File: src/rtl/arrow_board_decoder.sv
// Arrow-board receive-side checker: windows four lamp samples, classifies the
// display mode, debounces the result and flags unclassifiable lamp streams.
module arrow_board_decoder #(
  parameter int unsigned CONFIRM   = 2,  // 1..7
  parameter int unsigned FAULT_LIM = 4   // 1..15
) (
  input  logic        clk,
  input  logic        rst,
  input  logic        sample_en_i,
  input  logic [15:0] lamps_i,
  output logic [15:0] frame_o,
  output logic [1:0]  mode_o,
  output logic        valid_o,
  output logic        changed_o,
  output logic        fault_o
);

  localparam logic [2:0] AGREE_MAX = 3'(CONFIRM);
  localparam logic [3:0] UCNT_MAX  = 4'(FAULT_LIM);

  localparam logic [1:0] MODE_DARK   = 2'b00;
  localparam logic [1:0] MODE_STEADY = 2'b01;
  localparam logic [1:0] MODE_FLASH  = 2'b10;
  localparam logic [1:0] MODE_SEQ    = 2'b11;

  // sample window, s0 oldest
  logic [15:0] s0_q, s1_q, s2_q, s3_q;
  logic [2:0]  fill_q, fill_d;

  // post-shift window as seen by the evaluation in a sample_en cycle
  logic [15:0] w0, w1, w2, w3;

  // classifier results
  logic        cls_unk;
  logic [1:0]  cls_mode;
  logic [15:0] cls_frame;
  logic        w_const;
  logic        t0, t1, t2, t3;
  logic [2:0]  nsup;

  // debounce / fault state
  logic [18:0] prev_cand_q, cand;
  logic [2:0]  agree_q, agree_d;
  logic [3:0]  ucnt_q, ucnt_d;
  logic        eval;
  logic        load;

  logic [15:0] frame_q;
  logic [1:0]  mode_q;
  logic        valid_q;
  logic        changed_q;

  assign w0 = s1_q;
  assign w1 = s2_q;
  assign w2 = s3_q;
  assign w3 = lamps_i;

  assign eval = sample_en_i && (fill_q >= 3'd3);

  // classify the post-shift window, first matching mode wins
  always_comb begin
    cls_unk   = 1'b1;
    cls_mode  = MODE_DARK;
    cls_frame = w0 | w1 | w2 | w3;
    w_const   = (w0 == w1) && (w1 == w2) && (w2 == w3);
    // a transition counts when the next sample drops a lamp that was lit
    t0 = (w1 & w0) != w0;
    t1 = (w2 & w1) != w1;
    t2 = (w3 & w2) != w2;
    t3 = (w0 & w3) != w3;
    nsup = 3'(t0) + 3'(t1) + 3'(t2) + 3'(t3);
    if (cls_frame == 16'h0000) begin
      cls_unk  = 1'b0;
      cls_mode = MODE_DARK;
    end else if (w_const) begin
      cls_unk  = 1'b0;
      cls_mode = MODE_STEADY;
    end else if ((w0 == w2) && (w1 == w3) && ((w0 == 16'h0000) != (w1 == 16'h0000))) begin
      cls_unk  = 1'b0;
      cls_mode = MODE_FLASH;
    end else if (nsup == 3'd1) begin
      cls_unk  = 1'b0;
      cls_mode = MODE_SEQ;
    end
  end

  // debounce and fault counter next-state
  always_comb begin
    cand    = {cls_unk, cls_mode, cls_frame};
    fill_d  = (fill_q == 3'd4) ? 3'd4 : fill_q + 3'd1;
    agree_d = agree_q;
    ucnt_d  = ucnt_q;
    load    = 1'b0;
    if (eval) begin
      if (cls_unk) begin
        agree_d = 3'd0;
        ucnt_d  = (ucnt_q == UCNT_MAX) ? UCNT_MAX : ucnt_q + 4'd1;
      end else begin
        ucnt_d = 4'd0;
        if (cand == prev_cand_q) begin
          agree_d = (agree_q >= AGREE_MAX) ? AGREE_MAX : agree_q + 3'd1;
        end else begin
          agree_d = 3'd1;
        end
        load = (agree_d == AGREE_MAX) &&
               (!valid_q || ({mode_q, frame_q} != {cls_mode, cls_frame}));
      end
    end
  end

  // sample window shift register and fill counter
  always_ff @(posedge clk or posedge rst) begin
    if (rst) begin
      s0_q   <= '0;
      s1_q   <= '0;
      s2_q   <= '0;
      s3_q   <= '0;
      fill_q <= '0;
    end else if (sample_en_i) begin
      s0_q   <= s1_q;
      s1_q   <= s2_q;
      s2_q   <= s3_q;
      s3_q   <= lamps_i;
      fill_q <= fill_d;
    end
  end

  // debounce history; the reset candidate carries the unknown flag so it never matches a real one
  always_ff @(posedge clk or posedge rst) begin
    if (rst) begin
      prev_cand_q <= {1'b1, 18'h0};
      agree_q     <= '0;
      ucnt_q      <= '0;
    end else if (eval) begin
      prev_cand_q <= cand;
      agree_q     <= agree_d;
      ucnt_q      <= ucnt_d;
    end
  end

  // confirmed outputs and the one-cycle update pulse
  always_ff @(posedge clk or posedge rst) begin
    if (rst) begin
      frame_q   <= '0;
      mode_q    <= MODE_DARK;
      valid_q   <= 1'b0;
      changed_q <= 1'b0;
    end else begin
      changed_q <= load;
      if (load) begin
        frame_q <= cls_frame;
        mode_q  <= cls_mode;
        valid_q <= 1'b1;
      end
    end
  end

  assign frame_o   = frame_q;
  assign mode_o    = mode_q;
  assign valid_o   = valid_q;
  assign changed_o = changed_q;
  assign fault_o   = (ucnt_q == UCNT_MAX);

endmodule

File: config.mk
export PLATFORM = sky130hd
export DESIGN_NAME = arrow_board_decoder
export DESIGN_NICKNAME = d
export VERILOG_FILES = /design/src/rtl/arrow_board_decoder.sv
export SDC_FILE = /design/constraint.sdc
export NUM_CORES = 1
export LEC_CHECK = 0
export BUFFER_PORTS_ARGS = -buffer_cell sky130_fd_sc_hd__buf_2
export CORE_ASPECT_RATIO = 0.5
export CORE_MARGIN = 4
export CORE_UTILIZATION = 45
export CTS_CLUSTER_SIZE = 8
export DETAILED_ROUTE_END_ITERATION = 8
export GPL_TIMING_DRIVEN = 0
export PLACE_DENSITY = 0.67
export RECOVER_POWER = 25
export SLEW_MARGIN = 25
export SYNTH_ARGS = -nofsm -noshare
export SYNTH_HDL_FRONTEND = slang
export SYNTH_SLANG_ARGS = --single-unit
File: constraint.sdc
create_clock -name clk -period 11 [get_ports clk]
set_clock_uncertainty 0.1 [all_clocks]
set_input_delay 0.55 -clock clk [delete_from_list [all_inputs] [get_ports clk]]
set_output_delay 0.55 -clock clk [all_outputs]
set_load 0.01 [all_outputs]
## After elaboration in Yosys (flattened, before gate mapping)

Index checks and enable logic that the tools add are counted.

| word-level totals | value |
|---|---|
| bits in latches | 0 |
| register bits | 97 |
| bits in read-only memories | 0 |
| input port bits | 19 |
| memories | 0 |
| logic and storage cells | 71 |
| output and inout port bits | 21 |
| RAM bits | 0 |

| cells by class | value |
|---|---|
| bitwise operators | 7 |
| reduce and logical (&&, ||, !) cells | 11 |
| div/mod/pow operators | 0 |
| magnitude comparators | 2 |
| $add $sub $neg | 6 |
| multiplexer cells | 18 |
| eq/ne operators | 16 |
| shift-type cells | 0 |
| multiply operators | 0 |

Operator list:

| operator | count |
|---|---|
| == test 16 bit | 5 |
| AND 16 bit | 4 |
| inequality test 16 bit | 4 |
| logical NOT 16 bit | 3 |
| OR 16 bit | 3 |
| == test 19 bit | 1 |
| two-way mux 3 bit | 6 |
| inequality test 18 bit | 1 |
| two-way mux 2 bit | 4 |
| two-way mux 4 bit | 2 |
| adder 3 x 1 -> 3 bit, second input constant | 2 |
| greater-or-equal comparator 3 x 2 -> 1 bit, second input constant | 2 |
| logical AND 1 bit | 6 |
| two-way mux 1 bit | 6 |
| adder 4 x 1 -> 4 bit, second input constant | 1 |
| == test 4 x 3 -> 1 bit, second input constant | 1 |
| adder 2 x 1 -> 3 bit | 1 |
| adder 3 x 1 -> 3 bit | 1 |
| == test 3 x 1 -> 1 bit, second input constant | 1 |
| == test 3 x 2 -> 1 bit, second input constant | 1 |
| == test 3 bit, second input constant | 1 |
| adder 1 x 1 -> 2 bit | 1 |
| logical NOT 1 bit | 1 |
| logical OR 1 bit | 1 |
| inequality test 1 bit | 1 |

## Longest topological paths before layout

Gate-level depths: netlist (run 1).

| logic depth | value |
|---|---|
| word-level depth | 18 |
| gate-level depth with buffers | 17 |

## Worst setup path after synthesis (run 1)

Ideal clock, no wire load.

| path | value |
|---|---|
| path type | input to register |
| start point | input lamps_i[8] |
| end point | register frame_q[0], in the netlist frame_o[0] |
| setup time | 0.079 ns |
| stages | 15 |
| path buffers | 1 |
| data arrival time | 3.515 ns |
| slack | 7.306 ns |
| data required time | 10.821 ns |
| cells stage by stage | inv_1 o22ai_1 nor4_1 and3_1 fa_1 inv_1 ha_1 ha_1 nor2_1 o311ai_0 a21boi_1 xor2_1 o2111ai_4 buf_6 mux2i_1 |

| between the ends | value |
|---|---|
| longest elaborated chain between the ends | 17 |
| elaborated cells on any way between the ends | 32 |

RTL lines:

| item | RTL line | text |
|---|---|---|
| from (decl) | 10 | `input logic [15:0] lamps_i,` |
| AND 16 bit | 69 | `t2 = (w3 & w2) != w2;` |
| inequality test 16 bit | 69 |  |
| adder 2 x 1 -> 3 bit | 71 | `nsup = 3'(t0) + 3'(t1) + 3'(t2) + 3'(t3);` |
| adder 3 x 1 -> 3 bit | 71 |  |
| == test 3 x 1 -> 1 bit | 81 | `end else if (nsup == 3'd1) begin` |
| two-way mux 2 bit or two-way mux 1 bit (tied branches) | 81 |  |
| two-way mux 2 bit or two-way mux 1 bit (tied branches) | 78 | `end else if ((w0 == w2) && (w1 == w3) && ((w0 == 16'h0000) != (w1 == 16'h0000))) begin` |
| two-way mux 2 bit or two-way mux 1 bit (tied branches) | 75 | `end else if (w_const) begin` |
| two-way mux 2 bit or two-way mux 1 bit (tied branches) | 72 | `if (cls_frame == 16'h0000) begin` |
| == test 19 bit | 100 | `if (cand == prev_cand_q) begin` |
| two-way mux 3 bit | 100 |  |
| two-way mux 3 bit | 95 | `if (cls_unk) begin` |
| two-way mux 3 bit | 94 | `if (eval) begin` |
| == test 3 x 2 -> 1 bit | 105 | `load = (agree_d == AGREE_MAX) &&` |
| logical AND 1 bit | 105 |  |
| two-way mux 1 bit (*) | 95 |  |
| two-way mux 1 bit (*) | 94 |  |
| to (signal assigned) | 151 | `frame_q <= cls_frame;` |
| to (decl) | 48 | `logic [15:0] frame_q;` |

Mark *: on every way between the ends. The rest lies on a longest branch, timed or not. The select of a mux whose other input is x is not followed.
A chain may end at the register's enable or synchronous reset.

## Worst setup path after layout (run 1)

| path | value |
|---|---|
| start point | register s2_q[1] |
| end point | register frame_q[6], in the netlist frame_o[6] |

| between the ends | value |
|---|---|
| longest elaborated chain between the ends | 18 |
| elaborated cells on any way between the ends | 39 |

RTL lines:

| item | RTL line | text |
|---|---|---|
| from (decl) | 27 | `logic [15:0] s0_q, s1_q, s2_q, s3_q;` |
| from (signal assigned) | 122 | `s2_q <= s3_q;` |
| AND 16 bit, on equally long branches | 67, 68 |  |
| inequality test 16 bit, on equally long branches | 67, 68 |  |
| adder 1 x 1 -> 2 bit | 71 |  |
| adder 2 x 1 -> 3 bit | 71 |  |
| adder 3 x 1 -> 3 bit | 71 |  |
| == test 3 x 1 -> 1 bit | 81 |  |
| two-way mux 2 bit or two-way mux 1 bit (tied branches) | 81 |  |
| two-way mux 2 bit or two-way mux 1 bit (tied branches) | 78 |  |
| (+2 left out) | - |  |
| == test 19 bit | 100 |  |
| two-way mux 3 bit | 100 |  |
| two-way mux 3 bit | 95 |  |
| two-way mux 3 bit | 94 |  |
| == test 3 x 2 -> 1 bit | 105 |  |
| logical AND 1 bit | 105 |  |
| two-way mux 1 bit (*) | 95 |  |
| two-way mux 1 bit (*) | 94 |  |

Marked as above.

==> run metrics, run 1 <==
GRT Total Usage 23.4%; Post-synth EDFFs 0; first-pass GRT wire length 29.1 mm; Core Rows 30; clk_lat worst skew 0.36 ns; initial antenna violation count 0; clk sinks 97; count leader, synth dfrtp_1; Fmax 0.218 GHz; Syn Area/Cell 9.44 um2; DRC 0; DIE AREA 0.0162 mm2; Hold WC Path Type input pin to flop; CORE AREA 0.0137 mm2; FF-to-FF setup slack 6.42 ns; initial drt markers 473; slew margin rel. -109%; largest net degree at the start of global routing 58; CP Max Fanout 10; Async SR Flop Fraction 100%; CP required 11.18 ns; Tmin final 4.58 ns; Tcrit/Tclk final 41.7%; WL/cell 20.0 um; CP max stage cell nor4_1; Post-synth top flop dfrtp_1; vias per inst 5.58; reg-to-reg endpoint frame_o[6]; worst r2r src s2_q[1]; number of global-route vias before repair 5098; Gates resized, CTS repair 0; #FFs+latches synth 97; mapped cell area 0.00634 mm2; area grow syn2layout 11.8%; Worst path depth 15; Synth area leader dfrtp_1; Vias 5132; H-tree lvl count 3; sum of negative setup slack 0 ns; Design Power 1.17 mW; Nets 815; Final ANT Viol Nets 0; CTS buffer count 9; final max-slew violation count 100; Hold Path Origin lamps_i[3]; I/O pin cnt 40; WP buf/inv 3; Die Span X 176 um; Worst VDD drop 84.2 uV; Worst Hold Depth 3; Port Buffers 39; Clock Path Buffers 2; CP max stage delay 0.53 ns; Overflow after GRT 0; Starting Density 46.4%; synth cell count leaders dfrtp_1, inv_1, nand2_1; clk slew on worst S/H paths 0.07 ns; Setup crit start kind flop; Root Driver clkbuf_16; Synth area leaders dfrtp_1, ha_1, o21ai_0, inv_1, nand2_1; post-synth top area share 37.9%; outcome finished with violations; WL final 18.4 mm; count of final hold-check violations 0; Seq/Total Area, Yosys 38.3%; Power Dens Cells 165 mW/mm2; CP Cell Sequence inv_1 > ha_1 > nor4_1 > and4_1 > fa_1 > inv_1 > ha_1 > ha_1 > nor2_1 > o311ai_0 > a21boi_1 > xor2_1 > o2111ai_4 > buf_6 > mux2i_1; worst slew pin tran 3.13 ns; YS warnings 0; DR pass1 iterations 5; layout cell share with drive strength beyond 1 11.3%; DP Wirelength 14.4 mm; violated checks capacitance limit, slew limit; crit path DAT 4.76 ns; area of the multi-input gates 0.00350 mm2; CTS tree yes; Setup crit end kind flop; Leakage Power 3.43 nW; worst reg-to-reg path cell count 15; Max Cap Violations 2; placer congestion estimate 1.01; kind of critical path flop to flop; count of final setup violators 0; number of diodes 0; register area 0.00243 mm2; RSZ-0062 raised after global routing no; Syn Inst Count 672; FILL cells 1282; synth unique cells 48; cts hold-fix bufs 0; net count after synthesis 764; setup bufs post-CTS 0; most used cell, CP ha_1; crit-path leading delay family compound AO/OA/AOI/OAI gates; hold path endpoint s3_q[3]; die outline height 92.0 um
[routing by layer]
| metal | share of wire, % | up-vias | global-route usage, % |
|---|---|---|---|
| li1 | - | 2408 | - |
| met1 | 46 | 2508 | 34.0 |
| met2 | 45 | 193 | 36.3 |
| met3 | 7.5 | 23 | 4.90 |
| met4 | 1.3 | 0 | 4.73 |
| met5 | 0 | - | 0 |
[registers in the layout, summed over array words and instances, names as in the netlist]
register     cells
s1_q            16
mode_o           2
s3_q            16
fill_q           3
ucnt_q           4
valid_o          1
s2_q            16
agree_q          3
frame_o         16
prev_cand_q     19
changed_o        1
[final cells by class]
type                       count  area share, %
buffer                        18           1.16
clock buffer                   9           3.18
clock inverter                 7           1.16
inverter                      90           4.78
multi-input combinational    467           49.3
sequential                    97           34.2
tap                          192           3.39
timing repair buffer          40           2.80
[cell families after synthesis]
kind of cell	count (synthesis)	synth area share (%)
compound gates	96	8.76
fa+ha+maj	73	14.5
flops	97	38.3
buf+inv	108	6.63
xor+xnor	68	9.51
mux	19	3.23
simple gates	211	19.1
[worst max path at each step]
stage / from / to / slack [ns]
6_report: s2_q[1] / frame_o[6] / 6.42
5_1_grt: rst / s3_q[12] / 5.71
4_1_cts: s2_q[1] / frame_o[6] / 6.45
3_5_place_dp: s2_q[1] / frame_o[6] / 6.46
3_3_place_gp: s2_q[1] / frame_o[6] / 6.54
2_1_floorplan: lamps_i[8] / frame_o[0] / 7.31
[tightest hold or removal path, stage by stage]
cell     delay (ns)
buf_2          0.13
nand2_1        0.06
o21ai_0        0.06
[power breakdown]
part	internal (mW)	switching, mW
registers	0.424	0.0729
logic	0.134	0.200
clock network	0.181	0.156
[placed cells by master, fill, tap and decap left out, types with 2 or more instances in the layout]
| cell | instances |
|---|---|
| a21o_1 | 2 |
| a21oi_1 | 4 |
| a221oi_1 | 2 |
| and2_1 | 2 |
| and2_4 | 2 |
| and3_1 | 2 |
| and4_1 | 3 |
| buf_2 | 39 |
| buf_6 | 2 |
| clkbuf_1 | 17 |
| clkbuf_16 | 9 |
| clkinvlp_4 | 2 |
| dfrtp_1 | 96 |
| ha_1 | 72 |
| inv_1 | 89 |
| inv_6 | 3 |
| mux2_1 | 2 |
| mux2i_1 | 16 |
| nand2_1 | 84 |
| nand2b_1 | 3 |
| nand3_1 | 6 |
| nand4_1 | 18 |
| nand4b_1 | 2 |
| nor2_1 | 15 |
| nor3_1 | 4 |
| nor3b_2 | 16 |
| nor4_1 | 43 |
| o21ai_0 | 71 |
| o22ai_1 | 7 |
| o31ai_1 | 2 |
| or4_1 | 4 |
| xnor2_1 | 34 |
| xor2_1 | 33 |
[stage by stage]
stage | setup WS, ns | hold WS, ns | util, % | instances | area, um2
2_1_floorplan | 7.31 | 0.369 | - | 672 | 6340
3_3_place_gp | 6.54 | 0.382 | 49.6 | 903 | 6780
3_5_place_dp | 6.46 | 0.392 | 49.9 | 904 | 6810
4_1_cts | 6.45 | 0.115 | 52.1 | 920 | 7120
5_1_grt | 5.71 | 0.410 | 51.9 | 920 | 7090
6_report | 6.42 | 0.383 | 51.9 | 920 | 7090
(Power assumes the default switching activity.)
==> run 2: changes to the inputs <==
==> constraint.sdc (replaced) <==
create_clock -name clk -period 4.8 [get_ports clk]
set_clock_uncertainty 0.1 [all_clocks]
set_input_delay 0.24 -clock clk [delete_from_list [all_inputs] [get_ports clk]]
set_output_delay 0.24 -clock clk [all_outputs]
set_load 0.01 [all_outputs]
==> run 2 against run 1 <==
The flow still finishes with violations (capacitance limit, slew limit); first-iteration DRC count grew 11%; global-route usage is essentially flat; clock power grew 130%; critical path type unchanged; largest cell class unchanged.
==> run metrics, run 2 (synthesis results as in run 1) <==
outcome finished with violations; violated checks capacitance limit, slew limit; FF-to-FF setup slack 0.25 ns (-6.17 ns); kind of critical path flop to flop; final setup margin 0.252 ns (-6.17 ns); Power Dens Cells 377 mW/mm2 (+130%); Worst Hold Depth 3 (unchanged); Core Rows 30 (unchanged); number of diodes 0 (unchanged); CP Max Fanout 10 (unchanged); worst r2r src s2_q[1]; area of the multi-input gates 0.00350 mm2 (unchanged); sum of negative setup slack 0 ns (unchanged); DP Wirelength 14.4 mm (unchanged); first-pass GRT wire length 29.1 mm (about the same); worst slack at placement 0.262 ns (-6.20 ns); vias per inst 5.54 (-0.65%); register area 0.00243 mm2 (unchanged); Die Span X 176 um (unchanged); CP required 4.98 ns (-6.20 ns); WL/cell 19.9 um (-0.24%); Root Driver clkbuf_16; Starting Density 46.4% (unchanged); most frequent cells in the layout dfrtp_1, inv_1, nand2_1; count of final hold-check violations 0 (unchanged); Hold Path Origin lamps_i[8]; FILL cells 1284 (+0.16%); count of final setup violators 0 (unchanged); H-tree lvl count 3 (unchanged); GRT Total Usage 23.4% (about the same); Fmax 0.220 GHz (+0.76%); clk_lat worst skew 0.36 ns (about the same); crit path DAT 4.73 ns (-0.03 ns); Vias 5104 (-0.55%); DRC 0 (unchanged); placer congestion estimate 1.01 (unchanged); initial drt markers 525 (+11%); Setup crit start kind flop; Clock Path Buffers 2 (unchanged); slew margin rel. -24.5% (+85 points); RSZ-0062 raised after global routing no; CTS tree yes; DIE AREA 0.0162 mm2 (unchanged); clk slew on worst S/H paths 0.08 ns (about the same); setup bufs post-CTS 0 (unchanged); WL final 18.3 mm (-0.14%); number of global-route vias before repair 5097 (-0.020%); initial antenna violation count 0 (unchanged); Tcrit/Tclk final 94.8% (+53 points); Final ANT Viol Nets 0 (unchanged); I/O pin cnt 40 (unchanged); Port Buffers 39 (unchanged); largest net degree at the start of global routing 58 (unchanged); cts hold-fix bufs 1 (+1); Most flops, register prev_cand_q; Overflow after GRT 0 (unchanged); max FFs per register 19 (unchanged); Hold WC Path Type input pin to flop; Tmin final 4.55 ns (-0.0346 ns); Max Cap Violations 1 (-1); Nets 816 (+0.12%); reg-to-reg endpoint frame_o[6]; Leakage Power 3.42 nW (about the same); Gates resized, CTS repair 0 (unchanged); die outline height 92.0 um (unchanged); hold path endpoint s3_q[8]; layout cell share with drive strength beyond 1 10.7% (-0.56 points); worst slew pin tran 1.86 ns (-1.28 ns); final max-slew violation count 42 (-58%); CTS buffer count 9 (unchanged); CORE AREA 0.0137 mm2 (unchanged); Worst VDD drop 194 uV (+130%); area grow syn2layout 11.9% (about the same); DR pass1 iterations 5 (unchanged); worst reg-to-reg path cell count 15 (unchanged); most common cell after layout, fill and taps aside dfrtp_1; clk sinks 97 (unchanged); Setup crit end kind flop
-- run 2: cell types whose count changed in the layout (fill, tap and decap cells not counted), sizes merged --
cell         delta
buf             -5
dlygate4sd3     +1
clkbuf          +5
-- run 2: per-stage QoR --
step	power [mW]	util, %	hold slack (ns)	std cells	area [um2]
floorplan	1.64	-	0.261	672	6340
global placement	1.88	49.6	0.382	903	6780
detailed placement	1.91	49.9	0.186	904	6810
CTS	2.68	52.2	0.0669	921	7130
global route	2.84	52.0	0.0995	921	7100
finish	2.68	52.0	0.0748	921	7100
-- run 2: how the worst max path moves through the flow --
stage                  to  cells past startpoint  slack (ns)    start
2_1_floorplan  frame_o[0]                     15        1.15  s3_q[0]
3_3_place_gp   frame_o[6]                     15        0.34  s2_q[1]
3_5_place_dp   frame_o[6]                     15        0.26  s2_q[1]
4_1_cts        frame_o[6]                     15        0.25  s2_q[1]
5_1_grt        frame_o[5]                     15        0.06  s2_q[1]
6_report       frame_o[6]                     15        0.25  s2_q[1]
-- run 2: area by class of cell --
cell class | count | area share [%]
Inverter | 90 | 4.78
Sequential cell | 97 | 34.2
Clock buffer | 9 | 3.17
Timing Repair Buffer | 41 | 2.87
Clock inverter | 7 | 1.16
Tap cell | 192 | 3.38
Multi-Input combinational cell | 467 | 49.3
Buffer | 18 | 1.16
-- run 2: layer usage --
metal / up-vias / share of wire [%] / GRT usage, %
li1: 2404 / - / -
met1: 2485 / 47 / 34.0
met3: 27 / 7.3 / 4.90
met4: 0 / 1.6 / 4.73
met2: 188 / 45 / 36.3
met5: - / 0 / 0
-- run 2: critical path: stages (launching register included) --
cell and delay (ns):
dfrtp_1 0.46, inv_1 0.11, ha_1 0.22, nor4_1 0.53, and4_1 0.29, fa_1 0.41
inv_1 0.06, ha_1 0.15, ha_1 0.23, nor2_1 0.13, o311ai_0 0.16, a21boi_1 0.50
xor2_1 0.23, o2111ai_4 0.43, buf_6 0.24, mux2i_1 0.21
-- run 2: report_power, final --
part           internal [mW]  leakage (nW)  switching [mW]
sequential             0.971          1.14           0.167
combinational          0.307          2.14           0.458
clock                  0.414         0.145           0.360
==> run 3: changes to the inputs <==
--- a/config.mk
+++ b/config.mk
@@ -8,12 +8,13 @@
 export BUFFER_PORTS_ARGS = -buffer_cell sky130_fd_sc_hd__buf_2
 export CORE_ASPECT_RATIO = 0.5
 export CORE_MARGIN = 4
-export CORE_UTILIZATION = 45
+export CORE_UTILIZATION = 60
 export CTS_CLUSTER_SIZE = 8
 export DETAILED_ROUTE_END_ITERATION = 8
 export GPL_TIMING_DRIVEN = 0
-export PLACE_DENSITY = 0.67
+export PLACE_DENSITY = 0.84
 export RECOVER_POWER = 25
+export SETUP_SLACK_MARGIN = 0.15
 export SLEW_MARGIN = 25
 export SYNTH_ARGS = -nofsm -noshare
 export SYNTH_HDL_FRONTEND = slang
==> run 3 against run 2 <==
Critical endpoint is now frame_o[8]; sequential power about the same; design area decreased by 0.62%; wire length increased by 1.0%; combinational power increased by 2%; power increased by 0.32%; flip-flop and latch count unchanged; the run still ends with capacitance limit, slew limit left; sequential share of layout area increased by 0.21 points; largest power group unchanged; critical path depth increased by 1; non-clock buffer count increased by 2; first-iteration DRC count decreased by 4.8%; final cell count decreased by 5.4%.
==> run metrics, run 3 (synthesis results as in run 1) <==
outcome finished with violations; violated checks capacitance limit, slew limit; CORE AREA 0.0102 mm2 (-25%); CTS buffer count 9 (unchanged); WL/cell 21.3 um (+6.8%); FF-to-FF setup slack 0.46 ns (+0.20 ns); Vias 5230 (+2.5%); Tmin final 4.34 ns (-0.205 ns); number of global-route vias before repair 5213 (+2.3%); DP Wirelength 14.1 mm (-2.3%); DIE AREA 0.0124 mm2 (-23%); Final ANT Viol Nets 0 (unchanged); Nets 818 (+0.25%); Setup crit end kind flop; Worst VDD drop 211 uV (+8.9%); H-tree lvl count 3 (unchanged); count of final setup violators 0 (unchanged); post-route cell area 0.00705 mm2 (-0.62%); sum of negative setup slack 0 ns (unchanged); clk sinks 97 (unchanged); number of diodes 0 (unchanged); largest net degree at the start of global routing 58 (unchanged); max FFs per register 19 (unchanged); placer congestion estimate 1.02 (+0.72%); Die Span X 153 um (-13%); I/O pin cnt 40 (unchanged); CTS tree yes; Power Dens Cells 381 mW/mm2 (+0.94%); vias per inst 6.00 (+8.4%); most common cell after layout, fill and taps aside dfrtp_1; layout cell share with drive strength beyond 1 11.1% (+0.38 points); CP Max Fanout 10 (unchanged); WL final 18.5 mm (+1.0%); slew margin rel. -29.5% (-5.0 points); GRT Total Usage 30.9% (+7.5 points); Area after DPL 0.00675 mm2 (-0.95%); Starting Density 61.9% (+15 points); Core Rows 26 (-13%); final max-slew violation count 42 (unchanged); die outline height 80.7 um (-12%); first-pass GRT wire length 29.1 mm (-0.16%); crit path DAT 4.45 ns (-0.28 ns); Leakage Power 3.44 nW (+0.56%); kind of critical path flop to flop; initial antenna violation count 0 (unchanged); DRC 0 (unchanged); Clock Path Buffers 2 (unchanged); initial drt markers 500 (-4.8%); area grow syn2layout 11.2%; clk slew on worst S/H paths 0.07 ns (about the same); Setup crit start kind flop; Overflow after GRT 0 (unchanged); worst slew pin tran 1.93 ns (+0.0747 ns); most frequent cells in the layout dfrtp_1, inv_1, nand2_1; Max Cap Violations 1 (unchanged); DR pass1 iterations 5 (unchanged); CP required 4.90 ns (-0.08 ns); clk_lat worst skew 0.36 ns (about the same); RSZ-0062 raised after global routing no; Port Buffers 39 (unchanged); count of final hold-check violations 0 (unchanged); Most flops, register prev_cand_q; Fmax 0.230 GHz (+4.7%); Hold WC Path Type input pin to flop; Root Driver clkbuf_16; Tcrit/Tclk final 90.5% (-4.3 points)
-- run 3: cell count changes in the layout (fill, tap and decap cells not counted) --
cell	change
clkinvlp_4	-2
a21boi_2	+1
a21boi_1	-1
clkinv_2	+1
inv_6	-1
nor4_1	-1
clkinv_4	+1
clkbuf_1	+1
nor4_2	+1
buf_4	+2
inv_8	-1
clkbuf_8	+1
-- run 3: cell type report --
cell class | instances | area (um2)
sequential | 97 | 2430
clock inverter | 5 | 61.3
tap | 140 | 175
timing repair buffer | 43 | 219
inverter | 90 | 339
buffer | 18 | 82.6
multi-input combinational | 467 | 3510
fill | 822 | 3190
clock buffer | 11 | 243
-- run 3: layer usage --
metal  vias up  global-route usage, %  share of wire [%]
li1       2407                      -                  -
met4         0                   7.84                1.7
met1      2579                   43.7                 45
met5         -                      0                  0
met2       213                   48.2                 44
met3        31                   7.70                8.8
-- run 3: through the flow --
| step | power [mW] | setup WS [ns] | utilization (%) | std cells | hold slack (ns) |
|---|---|---|---|---|---|
| final | 2.69 | 0.456 | 68.8 | 871 | 0.0838 |
| after global routing | 2.83 | 0.219 | 68.8 | 871 | 0.110 |
| after CTS | 2.67 | 0.237 | 68.9 | 869 | 0.0700 |
| after detailed placement | 1.90 | 0.251 | 65.8 | 852 | 0.182 |
| after global placement | 1.87 | 0.336 | 65.5 | 851 | 0.382 |
| after floorplan | 1.64 | 1.15 | - | 672 | 0.261 |
-- run 3: path summary, 6_finish.rpt --
kind / cells after the start / startpoint / end
max: 16 / s3_q[2] / frame_o[8]
min: 3 / lamps_i[15] / s3_q[15]
max reg2reg: 16 / s3_q[2] / frame_o[8]
min reg2reg: 2 / prev_cand_q[3] / prev_cand_q[3]
max in group asynchronous: 4 / rst / s1_q[11]
min in group asynchronous: 3 / rst / fill_q[1]
-- run 3: worst max-delay path, cell delays in order, from the launching register on --
cell and delay (ns):
dfrtp_1 0.48, inv_1 0.10, ha_1 0.19, nor4_1 0.46
and4_1 0.35, fa_1 0.44, inv_1 0.07, ha_1 0.14
ha_1 0.23, nor2_1 0.14, o311ai_0 0.21, a21boi_2 0.29
buf_4 0.17, xnor2_2 0.15, o2111ai_4 0.28, buf_6 0.24
mux2i_1 0.13
-- run 3: power by group --
part | total, mW | switching, mW | internal (mW)
registers | 1.14 | 0.172 | 0.971
clock network | 0.764 | 0.341 | 0.423
logic | 0.779 | 0.471 | 0.308
-- run 3: repair_timing --
item,in CTS,in global routing
setup endpoints to repair,0,18
gates resized for setup,0,2
buffers inserted,0,2
endpoints found under the hold margin,40,0
hold buffers,1,0
